**config.mk**
```make
export PLATFORM = sky130hd
export DESIGN_NAME = mips_multicycle_control
export DESIGN_NICKNAME = d
export VERILOG_FILES = /design/src/rtl/mips_multicycle_control_pkg.sv /design/src/rtl/mips_multicycle_control_alu_decoder.sv /design/src/rtl/mips_multicycle_control.sv
export SDC_FILE = /design/constraint.sdc
export NUM_CORES = 1
export LEC_CHECK = 0
export ABC_CLOCK_PERIOD_IN_PS = 6000
export BUFFER_PORTS_ARGS = -buffer_cell sky130_fd_sc_hd__buf_2
export CELL_PAD_IN_SITES_DETAIL_PLACEMENT = 0
export CELL_PAD_IN_SITES_GLOBAL_PLACEMENT = 1
export CORE_MARGIN = 2
export CORE_UTILIZATION = 28
export CTS_BUF_LIST = sky130_fd_sc_hd__clkbuf_4
export DETAILED_ROUTE_END_ITERATION = 10
export PLACE_DENSITY = 0.81
export SYNTH_ARGS = -nofsm -noshare
export SYNTH_HDL_FRONTEND = slang
export SYNTH_HIERARCHICAL = 1
export SYNTH_SLANG_ARGS = --single-unit
```
**constraint.sdc**
```tcl
create_clock -name clk -period 6 [get_ports clk]
set_clock_uncertainty 0.15 [all_clocks]
set_input_delay 1.8 -clock clk [delete_from_list [all_inputs] [get_ports clk]]
set_output_delay 1.8 -clock clk [all_outputs]
set_load 0.02 [all_outputs]
```
**src/rtl/mips_multicycle_control_pkg.sv**
```systemverilog
// Shared encodings for the multi-cycle MIPS control unit: opcodes, funct codes,
// ALU control codes and FSM state numbering.
package mips_pkg;

    localparam logic [5:0] OP_RTYPE = 6'b000000;
    localparam logic [5:0] OP_LW    = 6'b100011;
    localparam logic [5:0] OP_SW    = 6'b101011;
    localparam logic [5:0] OP_BEQ   = 6'b000100;
    localparam logic [5:0] OP_ADDI  = 6'b001000;
    localparam logic [5:0] OP_J     = 6'b000010;

    localparam logic [5:0] FN_ADD = 6'b100000;
    localparam logic [5:0] FN_SUB = 6'b100010;
    localparam logic [5:0] FN_AND = 6'b100100;
    localparam logic [5:0] FN_OR  = 6'b100101;
    localparam logic [5:0] FN_SLT = 6'b101010;

    localparam logic [4:0] ALU_ADD = 5'b00010;
    localparam logic [4:0] ALU_SUB = 5'b00110;
    localparam logic [4:0] ALU_AND = 5'b00000;
    localparam logic [4:0] ALU_OR  = 5'b00001;
    localparam logic [4:0] ALU_SLT = 5'b00111;

    typedef enum logic [1:0] {
        ALUOP_ADD   = 2'b00,
        ALUOP_SUB   = 2'b01,
        ALUOP_FUNCT = 2'b10
    } alu_op_e;

    typedef enum logic [3:0] {
        S_FETCH  = 4'd0,
        S_DECODE = 4'd1,
        S_MEMADR = 4'd2,
        S_MEMRD  = 4'd3,
        S_MEMWB  = 4'd4,
        S_MEMWR  = 4'd5,
        S_RTYPE  = 4'd6,
        S_ALUWB  = 4'd7,
        S_BRANCH = 4'd8,
        S_ADDIEX = 4'd9,
        S_ADDIWB = 4'd10,
        S_JUMP   = 4'd11
    } state_e;

    // Only add/sub can signal a meaningful signed overflow.
    function automatic logic funct_is_arith(input logic [5:0] funct);
        return (funct == FN_ADD) || (funct == FN_SUB);
    endfunction

endpackage

```
**src/rtl/mips_multicycle_control_alu_decoder.sv**
```systemverilog
// Combinational ALU decoder: aluOp plus R-type funct to an ALU control code,
// with a flag telling whether funct names a supported R-type operation.
module alu_decoder
    import mips_pkg::*;
(
    input  alu_op_e      aluOp,
    input  logic [5:0]   funct,
    output logic [4:0]   aluControl,
    output logic         funct_ok
);

    logic [4:0] funct_code;

    always_comb begin
        funct_code = ALU_ADD;
        funct_ok   = 1'b1;
        case (funct)
            FN_ADD:  funct_code = ALU_ADD;
            FN_SUB:  funct_code = ALU_SUB;
            FN_AND:  funct_code = ALU_AND;
            FN_OR:   funct_code = ALU_OR;
            FN_SLT:  funct_code = ALU_SLT;
            default: funct_ok   = 1'b0;
        endcase
    end

    always_comb begin
        aluControl = ALU_ADD;
        case (aluOp)
            ALUOP_SUB:   aluControl = ALU_SUB;
            ALUOP_FUNCT: aluControl = funct_code;
            default:     aluControl = ALU_ADD;
        endcase
    end

endmodule

```
**src/rtl/mips_multicycle_control.sv**
```systemverilog
// Multi-cycle MIPS control FSM: sequences fetch/decode/execute/memory/writeback
// and drives every enable and select of the fpga_mips datapath.
module mips_multicycle_control
    import mips_pkg::*;
(
    input  logic       clk,
    input  logic       rst_n,
    input  logic [5:0] op,
    input  logic [5:0] funct,
    input  logic       zero,
    input  logic       overflow,
    output logic [4:0] aluControl,
    output logic       pcEn,
    output logic       iord,
    output logic       memWrite,
    output logic       irWrite,
    output logic       regDst,
    output logic       memToReg,
    output logic       regWrite,
    output logic       aluSrcA,
    output logic [1:0] aluSrcB,
    output logic [1:0] pcSrc,
    output logic       illegal,
    output logic [3:0] state
);

    state_e  state_q, state_d;
    logic    ovf_q, ovf_d;
    alu_op_e alu_op;
    logic    funct_ok;
    logic    pc_write, branch;
    logic    ir_write, mem_write, reg_write, illegal_raw;

    alu_decoder u_alu_decoder (
        .aluOp      (alu_op),
        .funct      (funct),
        .aluControl (aluControl),
        .funct_ok   (funct_ok)
    );

    always_ff @(posedge clk or negedge rst_n) begin
        if (!rst_n) begin
            state_q <= S_FETCH;
            ovf_q   <= 1'b0;
        end else begin
            state_q <= state_d;
            ovf_q   <= ovf_d;
        end
    end

    always_comb begin
        state_d     = state_q;
        ovf_d       = ovf_q;
        alu_op      = ALUOP_ADD;
        pc_write    = 1'b0;
        branch      = 1'b0;
        ir_write    = 1'b0;
        mem_write   = 1'b0;
        reg_write   = 1'b0;
        illegal_raw = 1'b0;
        iord        = 1'b0;
        regDst      = 1'b0;
        memToReg    = 1'b0;
        aluSrcA     = 1'b0;
        aluSrcB     = 2'b00;
        pcSrc       = 2'b00;
        case (state_q)
            S_FETCH: begin
                ir_write = 1'b1;
                pc_write = 1'b1;
                aluSrcB  = 2'b01;
                ovf_d    = 1'b0;
                state_d  = S_DECODE;
            end
            S_DECODE: begin
                aluSrcB = 2'b11;
                case (op)
                    OP_RTYPE:     begin
                        state_d     = funct_ok ? S_RTYPE : S_FETCH;
                        illegal_raw = ~funct_ok;
                    end
                    OP_LW, OP_SW: state_d = S_MEMADR;
                    OP_BEQ:       state_d = S_BRANCH;
                    OP_ADDI:      state_d = S_ADDIEX;
                    OP_J:         state_d = S_JUMP;
                    default: begin
                        state_d     = S_FETCH;
                        illegal_raw = 1'b1;
                    end
                endcase
            end
            S_MEMADR: begin
                aluSrcA = 1'b1;
                aluSrcB = 2'b10;
                state_d = (op == OP_LW) ? S_MEMRD : S_MEMWR;
            end
            S_MEMRD: begin
                iord    = 1'b1;
                state_d = S_MEMWB;
            end
            S_MEMWB: begin
                reg_write = 1'b1;
                memToReg  = 1'b1;
                state_d   = S_FETCH;
            end
            S_MEMWR: begin
                iord      = 1'b1;
                mem_write = 1'b1;
                state_d   = S_FETCH;
            end
            S_RTYPE: begin
                aluSrcA = 1'b1;
                alu_op  = ALUOP_FUNCT;
                ovf_d   = overflow & funct_is_arith(funct);
                state_d = S_ALUWB;
            end
            S_ALUWB: begin
                regDst    = 1'b1;
                reg_write = ~ovf_q;
                state_d   = S_FETCH;
            end
            S_ADDIEX: begin
                aluSrcA = 1'b1;
                aluSrcB = 2'b10;
                ovf_d   = overflow;
                state_d = S_ADDIWB;
            end
            S_ADDIWB: begin
                reg_write = ~ovf_q;
                state_d   = S_FETCH;
            end
            S_BRANCH: begin
                aluSrcA = 1'b1;
                alu_op  = ALUOP_SUB;
                branch  = 1'b1;
                pcSrc   = 2'b01;
                state_d = S_FETCH;
            end
            S_JUMP: begin
                pc_write = 1'b1;
                pcSrc    = 2'b10;
                state_d  = S_FETCH;
            end
            default: state_d = S_FETCH;
        endcase
    end

    // Write strobes are gated by rst_n so an asserted reset kills them at once.
    assign pcEn     = rst_n & (pc_write | (branch & zero));
    assign irWrite  = rst_n & ir_write;
    assign memWrite = rst_n & mem_write;
    assign regWrite = rst_n & reg_write;
    assign illegal  = rst_n & illegal_raw;
    assign state    = state_q;

endmodule

```
==> results of run 1 <==
==> cells in the final DEF (no fill, tap or decap), types with 3 or more instances in the layout <==
cell type	Yosys	layout
inv_1	5	5
buf_2	1	35
nand2b_1	6	6
nor3_1	11	11
nand2_1	3	3
a21oi_1	5	5
o21ai_0	4	4
nand4bb_1	3	3
dfrtp_1	5	5
nor2_1	8	8
clkbuf_4	0	4
==> through the flow <==
step / cell area [um2] / instances
2_1_floorplan: 744 / 95
3_3_place_gp: 915 / 152
3_5_place_dp: 915 / 152
4_1_cts: 945 / 156
5_1_grt: 945 / 156
6_report: 945 / 156
==> kinds of logic (layout without fill, tap and decap cells) <==
logic type | count (synthesis) | in the layout | share of synthesized area [%]
xor+xnor | 3 | 3 | 3.55
flops | 5 | 5 | 16.9
simple gates | 49 | 49 | 44.3
buf+inv | 13 | 44 | 8.28
fa+ha+maj | 2 | 2 | 3.38
mux | 1 | 1 | 2.03
other cells | 1 | 2 | 0.506
compound gates | 20 | 20 | 21.1
==> layout make-up <==
cell class,count,area (um2)
Fill cell,274,1560
Tap cell,30,37.5
Sequential cell,5,125
Clock buffer,4,30.0
Inverter,5,18.8
Timing Repair Buffer,35,175
Multi-Input combinational cell,77,558
==> worst paths after layout <==
| check | from | to | slack, ns | cells after the start |
|---|---|---|---|---|
| worst max-delay path | op[0] | illegal | 1.0 | 5 |
| worst min-delay path | ovf_q | ovf_q | 0.40 | 1 |
| worst max register to register | state[1] | ovf_q | 4.26 | 4 |
| worst min register to register | ovf_q | ovf_q | 0.40 | 1 |
| max in group asynchronous | rst_n | state[1] | 4.28 | 1 |
| min in group asynchronous | rst_n | state[2] | 1.24 | 1 |
==> cells in the mapped netlist, types with 2 or more instances <==
library cell	n	share of area (%)
nand4bb_1	3	4.6
nor4_1	2	1.7
a21oi_1	5	3.4
o32ai_1	2	2.4
xnor2_1	2	2.4
nor2_1	8	4.1
buf_4	3	3.0
nand2_1	3	1.5
or3_1	2	1.7
o21ai_0	4	2.7
nand4_1	2	1.7
clkbuf_1	4	2.0
inv_1	5	2.5
ha_1	2	3.4
nand2b_1	6	5.1
dfrtp_1	5	17
nor3_1	11	7.4
nor4b_4	2	6.4
==> flip-flops by register name, summed over array words and instances, names as in the netlist <==
name	cells
ovf_q	1
state	4
==> power by group <==
part / switching (uW) / leakage, uW / total, uW / internal [uW]
Clock: 14.5 / 0.0000184 / 44.2 / 29.7
Sequential: 24.7 / 0.0000671 / 64.8 / 40.1
Combinational: 77.4 / 0.000336 / 129 / 51.9
==> metal layers <==
layer / part of all wire, % / vias to the layer above / GRT usage [%]
li1: - / 411 / -
met1: 45 / 368 / 14.6
met2: 47 / 32 / 22.8
met3: 7.3 / 3 / 3.75
met4: 1.1 / 0 / 4.18
met5: 0 / - / 0
==> key figures, run 1 <==
STA
  • Slew Limit Fails: 0
  • Final TNS setup: 0 ns
  • Min Tclk post-route: about 5.0 ns
  • Worst setup margin: around 1.0 ns
  • Min Hold Slack: approximately 0.4 ns
  • Fmax: ~200 MHz
  • Final period util: approximately 83%
  • RSZ-0062 raised after global routing: no
  • Final setup viols: 0
  • Final hold violation count: 0

Synthesis
  • Post-synthesis cell count: 94
  • Number of flops mapped to enable cells by yosys: 0
  • Avg Synthesized Cell Area: between 7 and 8 um2
  • Post-synthesis async set-or-reset flop share: 100%
  • Ys Warns: 6
  • Yosys cell types: 41
  • Primary FF master, synth: dfrtp_1
  • #FFs+latches synth: 5
  • Register area share after synthesis: between 10% and 20%
  • Mapped Area: between 700 and 800 um2

Worst setup path
  • Worst Setup End Kind: primary output
  • CP Launch Type: input pin
  • Crit path required time: roughly 4.1 ns
  • Crit-path leading delay family: simple AND/OR/NAND/NOR gates
  • Most used cell, CP: buf_2
  • Worst path arrival time: roughly 3.1 ns
  • Crit path cell chain: buf_2 > or4_4 > nor4b_4 > nor3_1 > buf_2
  • WP buf/inv: 2
  • Worst path slowest cell: or4_4
  • Critical path type: input pin to primary output
  • CP Max Fanout: 5
  • Worst path max stage delay: about 0.55 ns

Route
  • Via count: about 800
  • Routed WL: 1860 um
  • Final ANT Viol Nets: 0
  • DRT Pass-1 Iters: 4
  • Post-route DRC: 0
  • Vias per Instance: around 5.2
  • Drt initial violations: 12
  • DR WL/cell: 11.9 um

Global routing
  • Number of global-route vias before repair: roughly 800
  • Largest net degree at the start of global routing: 17
  • Antenna violations before repair: 0
  • GRT Total Usage: between 10% and 20%
  • Global-route wire length before repair: 3300 um
  • GRT overflow: 0

Min path
  • Min-Delay Path Class: flop to flop

CTS
  • Clock Sinks: 5
  • Hold-fix buffers, CTS: 0
  • Post-CTS setup buffers: 0
  • TritonCTS buffer count: 3
  • Root Driver: clkbuf_4
  • H-Tree Depth: 1
  • CTS tree: built
  • Worst-case clock buffer depth: 2
  • Clock slew at reported path FFs: roughly 0.040 ns
  • PostCTS Resize Cnt: 0
  • Clock latency on the worst-skew pair: around 0.25 ns

Place
  • Routability cong.: just under 0.8
  • Estimated wirelength of the detail-placed design: 1470 um
  • Port bufs: 35
  • Post-Place Setup Slack: 0.992 ns

Die
  • Die Ht: between 50 and 60 um
  • Initial Util: between 20 and 30%
  • FP Rows: 18
  • Core Area: ~2500 um2
  • Die ar.: a little over 3000 um2
  • Number of top-level pins: 38
  • Die width: roughly 55 um

Final layout
  • Fin nets: 145
  • Final core occ: about 38%
  • Antenna Cells: 0
  • Area Growth Syn to Fin: 27.5%
  • Layout cells sized above 1: a little under two fifths

Pwr
  • Total leakage power: 0.000421 uW
  • Pwr/cell area: around 250 nW/um2
  • Peak supply drop: around 0.00014 V
  • Overall power: between 200 and 250 uW

Status
  • Status: finished, final reports clean

Job
  • Max-cap viol count: 0
Note: power is estimated with default switching activity, not from simulation.
==> run 2, diff against run 1 <==
--- a/config.mk
+++ b/config.mk
@@ -5,15 +5,16 @@
 export SDC_FILE = /design/constraint.sdc
 export NUM_CORES = 1
 export LEC_CHECK = 0
-export ABC_CLOCK_PERIOD_IN_PS = 6000
+export ABC_AREA = 1
+export ABC_CLOCK_PERIOD_IN_PS = 4550
 export BUFFER_PORTS_ARGS = -buffer_cell sky130_fd_sc_hd__buf_2
 export CELL_PAD_IN_SITES_DETAIL_PLACEMENT = 0
 export CELL_PAD_IN_SITES_GLOBAL_PLACEMENT = 1
 export CORE_MARGIN = 2
-export CORE_UTILIZATION = 28
+export CORE_UTILIZATION = 26
 export CTS_BUF_LIST = sky130_fd_sc_hd__clkbuf_4
 export DETAILED_ROUTE_END_ITERATION = 10
-export PLACE_DENSITY = 0.81
+export PLACE_DENSITY = 0.85
 export SYNTH_ARGS = -nofsm -noshare
 export SYNTH_HDL_FRONTEND = slang
 export SYNTH_HIERARCHICAL = 1
==> constraint.sdc (replaced) <==
create_clock -name clk -period 4.55 [get_ports clk]
set_clock_uncertainty 0.15 [all_clocks]
set_input_delay 1.365 -clock clk [delete_from_list [all_inputs] [get_ports clk]]
set_output_delay 1.365 -clock clk [all_outputs]
set_load 0.02 [all_outputs]
==> run 2 against run 1 <==
Effect of this change: combinational power rose by 40%; sequential share of layout area down 0.24 points; worst hold slack got worse by 0.023 ns; critical path type unchanged; critical endpoint unchanged; largest cell class unchanged.
==> key figures, run 2 <==
STA
  • Worst setup margin: 0.767 ns (-0.230 ns)
  • Final setup viols: 0 (unchanged)
  • Final hold violation count: 0 (unchanged)
  • Final period util: ~83%
  • Min Hold Slack: 0.377 ns (-0.0225 ns)
  • Slew Limit Fails: 0 (unchanged)
  • RSZ-0062 raised after global routing: no
  • Final TNS setup: 0 ns (unchanged)
  • Fmax: 264 MHz
  • Min Tclk post-route: between 3 and 4 ns

Pwr
  • Peak supply drop: 0.000167 V (+23%)
  • Total leakage power: 0.000624 uW (+48%)
  • Pwr/cell area: 321 nW/um2 (+27%)

Die
  • Die ar.: 3280 um2 (+6.6%)
  • Die width: 57.2 um (+3.3%)
  • Core Area: 2730 um2 (+9.4%)
  • FP Rows: 19 (+1)
  • Initial Util: 27.0% (-2.7 points)
  • Number of top-level pins: 38 (unchanged)
  • Die Ht: 57.2 um (+3.3%)

Synthesis
  • Number of flops mapped to enable cells by yosys: 0 (unchanged)
  • Register area share after synthesis: 17.0% (+0.086 points)
  • Ys Warns: 6 (unchanged)
  • Avg Synthesized Cell Area: 5.46 um2 (-31%)
  • Mapped Area: 737 um2 (-0.51%)
  • Area contributors post-synth: dfrtp_1 17%, inv_1 15%, nand2_1 15%
  • Primary FF master, synth: dfrtp_1
  • Yosys cell types: 22 (-46%)
  • Post-synthesis cell count: 135 (+44%)
  • Post-synthesis async set-or-reset flop share: 100% (unchanged)
  • Post-synth top cells: 30 x inv_1, 30 x nand2_1, 21 x nor2_1
  • #FFs+latches synth: 5 (unchanged)
  • Top-area cell type share of the netlist area: 17.0% (+0.086 points)
  • Area leader, netlist: dfrtp_1

Worst setup path
  • R2R setup slack: 3.23 ns (-1.03 ns)
  • CP Capture Point: illegal
  • CP Launch Type: input pin
  • Critical path type: input pin to primary output
  • Crit path required time: 3.03 ns (-1.02 ns)
  • Worst path arrival time: 2.27 ns (-0.78 ns)
  • Worst R2R Path Depth: 5 (+1)
  • CP Max Fanout: 5 (unchanged)
  • Worst Setup End Kind: primary output
  • Critical Path Source: op[5]
  • RR Endpoint: state[1]
  • RR Startpoint: state[2]

Global routing
  • Global-route wire length before repair: 3070 um (-6.9%)
  • Number of global-route vias before repair: 814 (+1.6%)
  • GRT overflow: 0 (unchanged)
  • GRT Total Usage: 11.8% (-1.1 points)
  • Largest net degree at the start of global routing: 8 (-9)
  • Antenna violations before repair: 0 (unchanged)

CTS
  • Clock Sinks: 5 (unchanged)
  • TritonCTS buffer count: 3 (unchanged)
  • Root Driver: clkbuf_4
  • Worst-case clock buffer depth: 2 (unchanged)
  • Clock slew at reported path FFs: 0.04 ns (about the same)
  • Clock latency on the worst-skew pair: 0.24 ns (about the same)
  • CTS tree: built
  • Hold-fix buffers, CTS: 0 (unchanged)
  • Post-CTS setup buffers: 0 (unchanged)
  • PostCTS Resize Cnt: 0 (unchanged)
  • H-Tree Depth: 1 (unchanged)

Route
  • Via count: 864 (+6.1%)
  • Post-route DRC: 0 (unchanged)
  • Final ANT Viol Nets: 0 (unchanged)
  • DRT Pass-1 Iters: 4 (unchanged)
  • Drt initial violations: 14 (+2)
  • Routed WL: 1740 um (-6.8%)
  • Vias per Instance: 4.26 (-18%)
  • DR WL/cell: 8.55 um (-28%)

Final layout
  • Final core occ: 35.2% (-2.6 points)
  • Layout cells sized above 1: 30.2% (-7.9 points)
  • Antenna Cells: 0 (unchanged)
  • Design area: 962 um2 (+1.9%)
  • Fin nets: 191 (+32%)
  • Max reg flops: 4 (unchanged)
  • Commonest non-fill, non-tap cells in the layout: 35 x buf_2, 30 x nand2_1, 30 x inv_1
  • Commonest non-fill, non-tap cell in the layout: buf_2
  • Area Growth Syn to Fin: 30.6%

Place
  • Routability cong.: 0.859 (+9.4%)
  • Placed cell areas: 932 um2 (+1.9%)
  • Port bufs: 35 (unchanged)
  • Post-Place Setup Slack: 0.766 ns (-0.226 ns)
  • Estimated wirelength of the detail-placed design: 1550 um (+5.2%)

Job
  • Max-cap viol count: 0 (unchanged)

Status
  • Status: finished, final reports clean

Min path
  • Min-Delay Path Class: flop to flop
==> run 2: cell types whose count changed after synthesis, moves of 3 or more <==
| cell | change |
|---|---|
| inv_1 | +25 |
| nand4bb_1 | -3 |
| nor2_1 | +13 |
| nand2_2 | +3 |
| nand2b_1 | -6 |
| nor2_4 | +3 |
| nor2_2 | +4 |
| nand3_1 | +15 |
| clkbuf_1 | -4 |
| nor3_1 | -10 |
| a21oi_1 | -4 |
| nand2_1 | +27 |
==> run 2: worst min-delay path by stage <==
stage / startpoint / to / slack, ns / cells after the start
3_5_place_dp: ovf_q / ovf_q / 0.37 / 2
5_1_grt: ovf_q / ovf_q / 0.45 / 2
2_1_floorplan: ovf_q / ovf_q / 0.35 / 2
6_report: ovf_q / ovf_q / 0.38 / 2
4_1_cts: ovf_q / ovf_q / 0.39 / 2
3_3_place_gp: ovf_q / ovf_q / 0.38 / 2
==> run 2: power by group <==
| part | switching [uW] | internal (uW) |
|---|---|---|
| Sequential | 17.7 | 52.7 |
| Combinational | 123 | 57.8 |
| Clock | 17.9 | 39.1 |
==> run 2: metal layers <==
layer	wire (um)	global-route usage [%]	share of wire, %
met5	0	0	0
met4	35	6.98	2.0
met3	88	1.59	5.1
met2	775	20.0	45
met1	835	14.1	48
==> run 2: logic make-up (layout without fill, tap and decap cells) <==
family,count (synthesis),count (layout),share of synthesized area (%)
fa+ha+maj,2,2,3.40
simple gates,84,84,54.0
buf+inv,36,72,19.9
other cells,1,2,0.509
compound gates,7,7,5.26
flops,5,5,17.0
==> run 2: through the flow <==
step,power (uW),std cells
2_1_floorplan,198,136
3_3_place_gp,253,199
3_5_place_dp,254,199
4_1_cts,313,203
5_1_grt,334,203
6_report,309,203
==> run 2: cell type report <==
class,count,area [um2]
multi-input combinational,95,469
timing repair buffer,35,175
inverter,33,124
fill,317,1770
tap,31,38.8
sequential,5,125
clock buffer,4,30.0
==> run 2: worst max-delay path, cell delays in order <==
cell     delay (ns)
buf_2          0.10
nor2_1         0.25
nand3_1        0.17
nand2_1        0.10
inv_1          0.04
nand2_1        0.05
nor2_1         0.03
buf_2          0.15
